$ cat src/rtl/pixel_serializer_pkg.sv
// Shared definitions for the pixel-to-byte serializer: FSM states and frame sync bytes.
package pixel_serializer_pkg;

  typedef enum logic [1:0] {
    ST_EMPTY = 2'd0,
    ST_HDR0  = 2'd1,
    ST_HDR1  = 2'd2,
    ST_DATA  = 2'd3
  } state_t;

  localparam logic [7:0] SYNC0 = 8'hA5;
  localparam logic [7:0] SYNC1 = 8'h5A;

endpackage

$ cat src/rtl/pixel_serializer.sv
// Splits multi-byte pixels into a byte stream, optionally preceded by a
// two-byte sync header at the start of every frame.
module pixel_serializer
  import pixel_serializer_pkg::*;
#(
  parameter int bytes_p     = 3,
  parameter int frame_px_p  = 230400,
  parameter int header_en_p = 1,
  localparam int cnt_w      = (frame_px_p > 1) ? $clog2(frame_px_p) : 1
) (
  input  logic                 clk_i,
  input  logic                 reset_ni,
  input  logic                 valid_i,
  input  logic [8*bytes_p-1:0] data_i,
  output logic                 ready_o,
  output logic                 valid_o,
  output logic [7:0]           data_o,
  input  logic                 ready_i,
  output logic                 last_o,
  output logic [cnt_w-1:0]     px_count_o
);

  state_t               state_r, state_nxt;
  logic [1:0]           idx_r, idx_nxt;
  logic [cnt_w-1:0]     cnt_r, cnt_nxt, cnt_inc_s;
  logic [8*bytes_p-1:0] px_r, px_nxt, px_shift_s;
  logic                 last_byte_s, xfer_s;

  assign last_byte_s = (idx_r == 2'(bytes_p - 1));
  assign xfer_s      = valid_o && ready_i;
  assign cnt_inc_s   = (cnt_r == cnt_w'(frame_px_p - 1)) ? '0 : cnt_r + cnt_w'(1);
  assign px_shift_s  = px_r >> {idx_r, 3'b000};

  // State, byte index, frame position and latched pixel registers
  always_ff @(posedge clk_i) begin
    if (!reset_ni) begin
      state_r <= ST_EMPTY;
      idx_r   <= 2'd0;
      cnt_r   <= '0;
      px_r    <= '0;
    end else begin
      state_r <= state_nxt;
      idx_r   <= idx_nxt;
      cnt_r   <= cnt_nxt;
      px_r    <= px_nxt;
    end
  end

  // Next-state logic; a new frame (count back at zero) starts with the header
  always_comb begin
    state_nxt = state_r;
    idx_nxt   = idx_r;
    cnt_nxt   = cnt_r;
    px_nxt    = px_r;
    case (state_r)
      ST_EMPTY: begin
        if (valid_i) begin
          px_nxt    = data_i;
          idx_nxt   = 2'd0;
          state_nxt = (header_en_p != 0 && cnt_r == '0) ? ST_HDR0 : ST_DATA;
        end else begin
          state_nxt = ST_EMPTY;
        end
      end
      ST_HDR0: begin
        if (xfer_s) state_nxt = ST_HDR1;
        else        state_nxt = ST_HDR0;
      end
      ST_HDR1: begin
        if (xfer_s) state_nxt = ST_DATA;
        else        state_nxt = ST_HDR1;
      end
      ST_DATA: begin
        if (xfer_s && !last_byte_s) begin
          idx_nxt = idx_r + 2'd1;
        end else if (xfer_s) begin
          cnt_nxt = cnt_inc_s;
          if (valid_i) begin
            // Back-to-back accept keeps the stream free of bubbles
            px_nxt    = data_i;
            idx_nxt   = 2'd0;
            state_nxt = (header_en_p != 0 && cnt_inc_s == '0) ? ST_HDR0 : ST_DATA;
          end else begin
            idx_nxt   = 2'd0;
            state_nxt = ST_EMPTY;
          end
        end else begin
          state_nxt = ST_DATA;
        end
      end
      default: state_nxt = ST_EMPTY;
    endcase
  end

  // Output decode from registered state
  always_comb begin
    data_o = 8'h00;
    case (state_r)
      ST_EMPTY: data_o = 8'h00;
      ST_HDR0:  data_o = SYNC0;
      ST_HDR1:  data_o = SYNC1;
      ST_DATA:  data_o = px_shift_s[7:0];
      default:  data_o = 8'h00;
    endcase
  end

  assign valid_o    = (state_r != ST_EMPTY);
  assign last_o     = (state_r == ST_DATA) && last_byte_s && (cnt_r == cnt_w'(frame_px_p - 1));
  assign px_count_o = cnt_r;
  assign ready_o    = reset_ni && ((state_r == ST_EMPTY) ||
                                   (state_r == ST_DATA && last_byte_s && ready_i));

endmodule

$ cat config.mk
export PLATFORM = sky130hd
export DESIGN_NAME = pixel_serializer
export DESIGN_NICKNAME = d
export VERILOG_FILES = /design/src/rtl/pixel_serializer_pkg.sv /design/src/rtl/pixel_serializer.sv
export SDC_FILE = /design/constraint.sdc
export NUM_CORES = 1
export LEC_CHECK = 0
export CAP_MARGIN = 5
export CELL_PAD_IN_SITES_DETAIL_PLACEMENT = 1
export CELL_PAD_IN_SITES_GLOBAL_PLACEMENT = 1
export CORE_MARGIN = 2
export CORE_UTILIZATION = 38
export CTS_BUF_LIST = sky130_fd_sc_hd__clkbuf_4
export DETAILED_ROUTE_END_ITERATION = 8
export GPL_ROUTABILITY_DRIVEN = 0
export GPL_TIMING_DRIVEN = 0
export PLACE_DENSITY_LB_ADDON = 0.2
export SLEW_MARGIN = 15
export SYNTH_ARGS = -nofsm -noshare
export SYNTH_HDL_FRONTEND = slang
export SYNTH_SLANG_ARGS = --single-unit
$ cat constraint.sdc
create_clock -name clk_i -period 2.4 [get_ports clk_i]
set_clock_uncertainty 0.15 [all_clocks]
set_input_delay 0.48 -clock clk_i [delete_from_list [all_inputs] [get_ports clk_i]]
set_output_delay 0.48 -clock clk_i [all_outputs]
set_load 0.01 [all_outputs]
======== Yosys cells after proc, flatten, opt, wreduce, memory -nomap -nowiden ========
Cells that the tools add are included.
cells by class
  add/sub/neg operators ................... 2
  $mul .................................... 0
  div/mod/pow operators ................... 0
  magnitude comparators ................... 0
  equality and inequality tests ........... 9
  shifts and indexed selects .............. 1
  muxes and demuxes ....................... 19
  bitwise gates (word level) .............. 1
  reduce and logical (&&, ||, !) cells .... 16
operator list
  kind                                                                    count
  24-bit 2-to-1 mux                                                       3
  24-bit case mux with 2 select lines                                     1
  18-bit zero test                                                        2
  8-bit case mux with 4 select lines                                      1
  24-bit by 5-bit >> shifter with 8-bit output                            1
  2-bit 2-to-1 mux                                                        10
  18-bit by 1-bit adder with 18-bit output (second input constant)        1
  18-bit equality test (second input constant)                            1
  18-bit 2-to-1 mux                                                       1
  3-bit AND reduction                                                     3
  2-bit case mux with 4 select lines                                      1
  2-bit equality test (second input constant)                             3
  1-bit logical AND                                                       6
  2-bit inequality test (second input constant)                           3
  2-bit case mux with 2 select lines                                      1
  2-bit nonzero test                                                      2
  3-bit inequality test (second input constant)                           1
  2-bit by 1-bit adder with 2-bit output (second input constant)          1
  2-bit by 1-bit equality test with 1-bit output (second input constant)  1
  2-bit zero test                                                         1
  1-bit zero test                                                         1
  1-bit logical OR                                                        1
  1-bit 2-to-1 mux                                                        1
  1-bit inverter                                                          1
word-level totals
  register bits after elaboration ......... 46
  bits in latches ......................... 0
  memory bits (writable) .................. 0
  ROM bits ................................ 0
  logic and storage cells ................. 52
  memories kept ........................... 0

======== Logic depth before layout (Yosys ltp) ========
  depth in word-level cells ............... 8
  mapped depth ............................ 9
  mapped depth without buffers ............ 8

======== Least setup slack after synthesis ========
Ideal clock, no wire load.
  path type ............................... register to output
  start ................................... register cnt_r[0] (netlist: px_count_o[0])
  end ..................................... output port last_o
  arrival time ............................ 1.711 ns
  data required time ...................... 1.770 ns
  setup slack ............................. 0.059 ns
  stages on the path, launching flop included .. 8
  path buffers ............................ 2
  path through ............................ dfxtp_1 > ha_1 > and2_1 > buf_4 > nand3_4 > nor4_4 > buf_4 > and4_1
between the ends
  longest elaborated chain between the ends .. 2
ends and longest elaborated chain
  what                    line                     text
  from (decl)             pixel_serializer.sv:25   logic [cnt_w-1:0] cnt_r, cnt_nxt, cnt_inc_s;
  from (signal assigned)  pixel_serializer.sv:44   cnt_r <= cnt_nxt;
  18-bit equality test    pixel_serializer.sv:108  assign last_o = (state_r == ST_DATA) && last_byte_s && (cnt_r == cnt_w'(frame_px_p - 1));
  1-bit logical AND       pixel_serializer.sv:108
  to (decl)               pixel_serializer.sv:19   output logic last_o,
Every way passes these cells.

======== Final worst setup path ========
  start ................................... register cnt_r[17] (netlist: px_count_o[17])
  end ..................................... output port last_o
Same word-level chain as after synthesis.

==> metrics.txt <==
# TYPE chip_impl_metric gauge
chip_impl_metric{name="design.core.area",unit="sq mm"} 0.006832
chip_impl_info{name="endpoint_class_of_the_critical_path",value="primary output"} 1
chip_impl_metric{name="grt_pass1_vias",unit=""} 2680
chip_impl_metric{name="num_io_pins",unit=""} 57
chip_impl_metric{name="maxCapViolCount",unit=""} 0
chip_impl_info{name="cts.root.buffer_cell",value="clkbuf_4"} 1
chip_impl_metric{name="grtUsageTotal",unit="%"} 22.60
chip_impl_info{name="holdCritStartpoint",value="px_r[1]"} 1
chip_impl_metric{name="yosys_warnings",unit=""} 0
chip_impl_metric{name="final_net_count",unit=""} 454
chip_impl_metric{name="clock_insertion_delay_at_the_later_pin_of_the_skew_report",unit="ns"} 0.38
chip_impl_metric{name="area_growth_syn_to_layout",unit="%"} 38.26
chip_impl_metric{name="design.die.area",unit="sq mm"} 0.007771
chip_impl_metric{name="timing.final.max_slew_violations",unit=""} 0
chip_impl_metric{name="hold_ws",unit="ns"} 0.3237
chip_impl_metric{name="timing.final.setup_violations",unit=""} 2
chip_impl_metric{name="grt_antenna_before_repair",unit=""} 0
chip_impl_metric{name="post-route-drc-count",unit=""} 0
chip_impl_metric{name="fillers",unit=""} 845
chip_impl_metric{name="sequential_to_total_area_share_from_yosys_stat",unit="%"} 34.22
chip_impl_metric{name="detailedPlacementHpwl",unit="mm"} 5.923
chip_impl_metric{name="synthArstFlopShare",unit="%"} 0
chip_impl_metric{name="final.period_utilization",unit="%"} 106.8
chip_impl_metric{name="route.final.wire_length",unit="mm"} 8.977
chip_impl_metric{name="ir_drop",unit="uV"} 216.9
chip_impl_metric{name="ys_types",unit=""} 51
chip_impl_metric{name="die_h",unit="microns"} 88.16
chip_impl_metric{name="dr.first_iter.drc_count",unit=""} 144
chip_impl_info{name="outcome",value="complete, but fails checks"} 1
chip_impl_metric{name="detail_route.wl_per_cell",unit="microns"} 17.26
chip_impl_info{name="class_of_the_most_critical_setup_path",value="reg2out"} 1
chip_impl_metric{name="share_of_final_layout_standard_cells_stronger_than_drive_strength_1",unit="%"} 22.41
chip_impl_metric{name="synth.ff_latch_count",unit=""} 46
chip_impl_info{name="start_kind",value="register"} 1
chip_impl_metric{name="crit_required",unit="ns"} 1.77
chip_impl_metric{name="final_antenna_net_count",unit=""} 0
chip_impl_info{name="failed_checks",value="negative setup slack"} 1
chip_impl_metric{name="setup-tns-final",unit="ns"} -0.1791
chip_impl_info{name="holdCritPathClass",value="reg2reg"} 1
chip_impl_metric{name="via_per_inst",unit=""} 5.329
chip_impl_metric{name="syn_nets",unit=""} 371
chip_impl_info{name="synth_top_cells_by_area",value="dfxtp_1, nand2_1, a21boi_0, mux2i_1, and2_1"} 1
chip_impl_metric{name="post-place-ws",unit="ns"} -0.6312
chip_impl_metric{name="finalWorstSetupSlack",unit="ns"} -0.1634
chip_impl_metric{name="finalCoreUtilization",unit="%"} 54.47
chip_impl_metric{name="numClockSinks",unit=""} 46
chip_impl_metric{name="netlist_area",unit="sq mm"} 0.002691
chip_impl_metric{name="clock.fmax",unit="GHz"} 0.3901
chip_impl_info{name="synthMostInstantiatedCell",value="nand2_1"} 1
chip_impl_metric{name="post_dp_cell_area",unit="sq mm"} 0.003362
chip_impl_metric{name="synth_edf_count",unit=""} 0
chip_impl_metric{name="grt_start_max_net_pins",unit=""} 15
chip_impl_metric{name="start_util",unit="%"} 39.40
chip_impl_metric{name="chipWidth",unit="microns"} 88.16
chip_impl_metric{name="min_period",unit="ns"} 2.563
chip_impl_metric{name="cts_inserted_buffers",unit=""} 5
chip_impl_metric{name="power_density",unit="mW/mm^2"} 438.6
chip_impl_metric{name="total_leakage_power",unit="uW"} 0.001417
chip_impl_metric{name="worst_reg2reg_setup_slack",unit="ns"} 0.04
chip_impl_metric{name="cts_htree_levels",unit=""} 2
chip_impl_metric{name="path_clk_slew",unit="ns"} 0.16
chip_impl_metric{name="n_antenna_cell",unit=""} 0
chip_impl_metric{name="timing.max_slew.rel_slack",unit="%"} 64.10
chip_impl_info{name="synth_top_cells_by_count",value="nand2_1, dfxtp_1, a21boi_0, o21ai_0, and2_1"} 1
chip_impl_info{name="ys_dominant_reg_cell",value="dfxtp_1"} 1
chip_impl_metric{name="routed-via-count",unit=""} 2771
chip_impl_metric{name="cts.path.max_buffers",unit=""} 2
chip_impl_metric{name="global_route_wire_length_before_repair",unit="mm"} 13.53
chip_impl_metric{name="timing.hold.worst_path_depth",unit=""} 2
chip_impl_metric{name="share_of_yosys_cell_area_claimed_by_the_top_area_cell_type",unit="%"} 34.22
chip_impl_metric{name="synth.avg_cell_area",unit="sq um"} 7.916
chip_impl_info{name="setup_repair_after_global_routing_missed_its_margin",value="true"} 1
chip_impl_metric{name="core.rowCount",unit=""} 30
chip_impl_metric{name="worst_r2r_path_depth",unit=""} 9
chip_impl_metric{name="design_area",unit="sq mm"} 0.003721
chip_impl_info{name="synth_largest_area_cell",value="dfxtp_1"} 1
chip_impl_info{name="r2r_start",value="px_count_o[0]"} 1
chip_impl_info{name="crit-reg2reg-capture",value="state_r[1]"} 1
chip_impl_metric{name="final_hold_viol_count",unit=""} 0
chip_impl_metric{name="io_buffers",unit=""} 55
chip_impl_metric{name="arrival",unit="ns"} 1.93
chip_impl_metric{name="path_max_fanout",unit=""} 7
chip_impl_metric{name="worst_pin_slew",unit="ns"} 0.5386
chip_impl_metric{name="postSynthCellCount",unit=""} 340
chip_impl_metric{name="global_route_total_overflow",unit=""} 0
chip_impl_info{name="clock_tree_from_tritoncts",value="built"} 1
chip_impl_info{name="min_delay_worst_endpoint",value="px_r[1]"} 1
chip_impl_metric{name="drtPass1Iterations",unit=""} 4
-- worst max path at each step --
stage,start,endpoint
CTS,px_count_o[4],last_o
floorplan,px_count_o[0],last_o
global placement,px_count_o[0],last_o
detailed placement,px_count_o[0],last_o
global route,px_count_o[4],last_o
finish,px_count_o[17],last_o
-- cell type report --
type	instances	area, sq um	area share [%]
clock buffers	6	45.04	1.210
well taps	96	120.1	3.228
clock inverters	2	37.54	1.009
flip-flops and latches	46	947.2	25.45
plain buffers	21	140.1	3.766
inverters	5	21.27	0.5716
multi-input cells	264	1694	45.53
repair buffers	80	715.7	19.23
-- per-layer routing --
layer	share of wire, %	up-vias	GRT usage, %
li1	-	1342	-
met5	0	-	0
met1	46	1339	31.49
met3	5.6	10	3.582
met2	47	80	36.85
met4	1.2	0	5.372
-- where the power goes --
| group | internal (uW) | switching [uW] |
|---|---|---|
| registers | 798 | 21.2 |
| logic | 139 | 163 |
| clock network | 231 | 279 |
| total | 1170 | 463 |
-- stage by stage --
| stage | instances | power, uW |
|---|---|---|
| after floorplan | 340 | 992.0 |
| after global placement | 491 | 1133 |
| after global routing | 520 | 1711 |
| after CTS | 505 | 1639 |
| after detailed placement | 491 | 1141 |
| final | 520 | 1632 |
-- sequential cells by signal, indices dropped and copies added (netlist names) --
name        count
px_r           24
px_count_o     18
idx_r           2
state_r         2
-- critical path, cell delays in order (launching register included) --
cell,delay (ns)
dfxtp_1,0.49
nand3_1,0.22
nor4_4,0.36
buf_6,0.14
and4_1,0.20
buf_2,0.13
-- logic make-up after synthesis --
| group | count (synthesis) | share of synthesized area (%) |
|---|---|---|
| multiplexers | 9 | 3.347 |
| adder cells (fa/ha/maj) | 3 | 1.395 |
| AND/OR/NAND/NOR | 158 | 31.24 |
| flip-flops | 46 | 34.22 |
| buffers and inverters | 30 | 5.671 |
| XOR/XNOR | 13 | 4.231 |
| AO/OA/AOI/OAI | 81 | 19.90 |
-- timing repair --
item                       CTS  global route
setup endpoints to repair   30            35
hold buffers                 0             0
cloned                       0             0
buffers inserted             8            17
pin swaps                    2             6
resized for setup           58            26
-- placed cells by master, fill, tap and decap left out, types with 3 or more instances in the layout --
cell type        instances
dfxtp_1                 31
nand3_1                  7
a21boi_1                 7
a21oi_1                  9
buf_4                   25
clkbuf_4                 6
nor4_1                   4
and3_1                   4
xor2_1                   6
clkdlybuf4s15_1          5
buf_2                    6
dfxtp_2                 12
o21ai_0                 14
nor3_1                   7
nor2_1                  13
nand4_1                  4
xnor2_1                  7
nand2_1                 72
mux2i_1                  7
clkbuf_2                 8
or2_2                    5
a31oi_1                  8
dfxtp_4                  3
inv_1                    4
clkbuf_1                 5
a21boi_0                25
or3_1                    4
buf_6                    5
and2_1                  13
clkdlybuf4s50_1         44
Power figures use the tool's default switching activity.
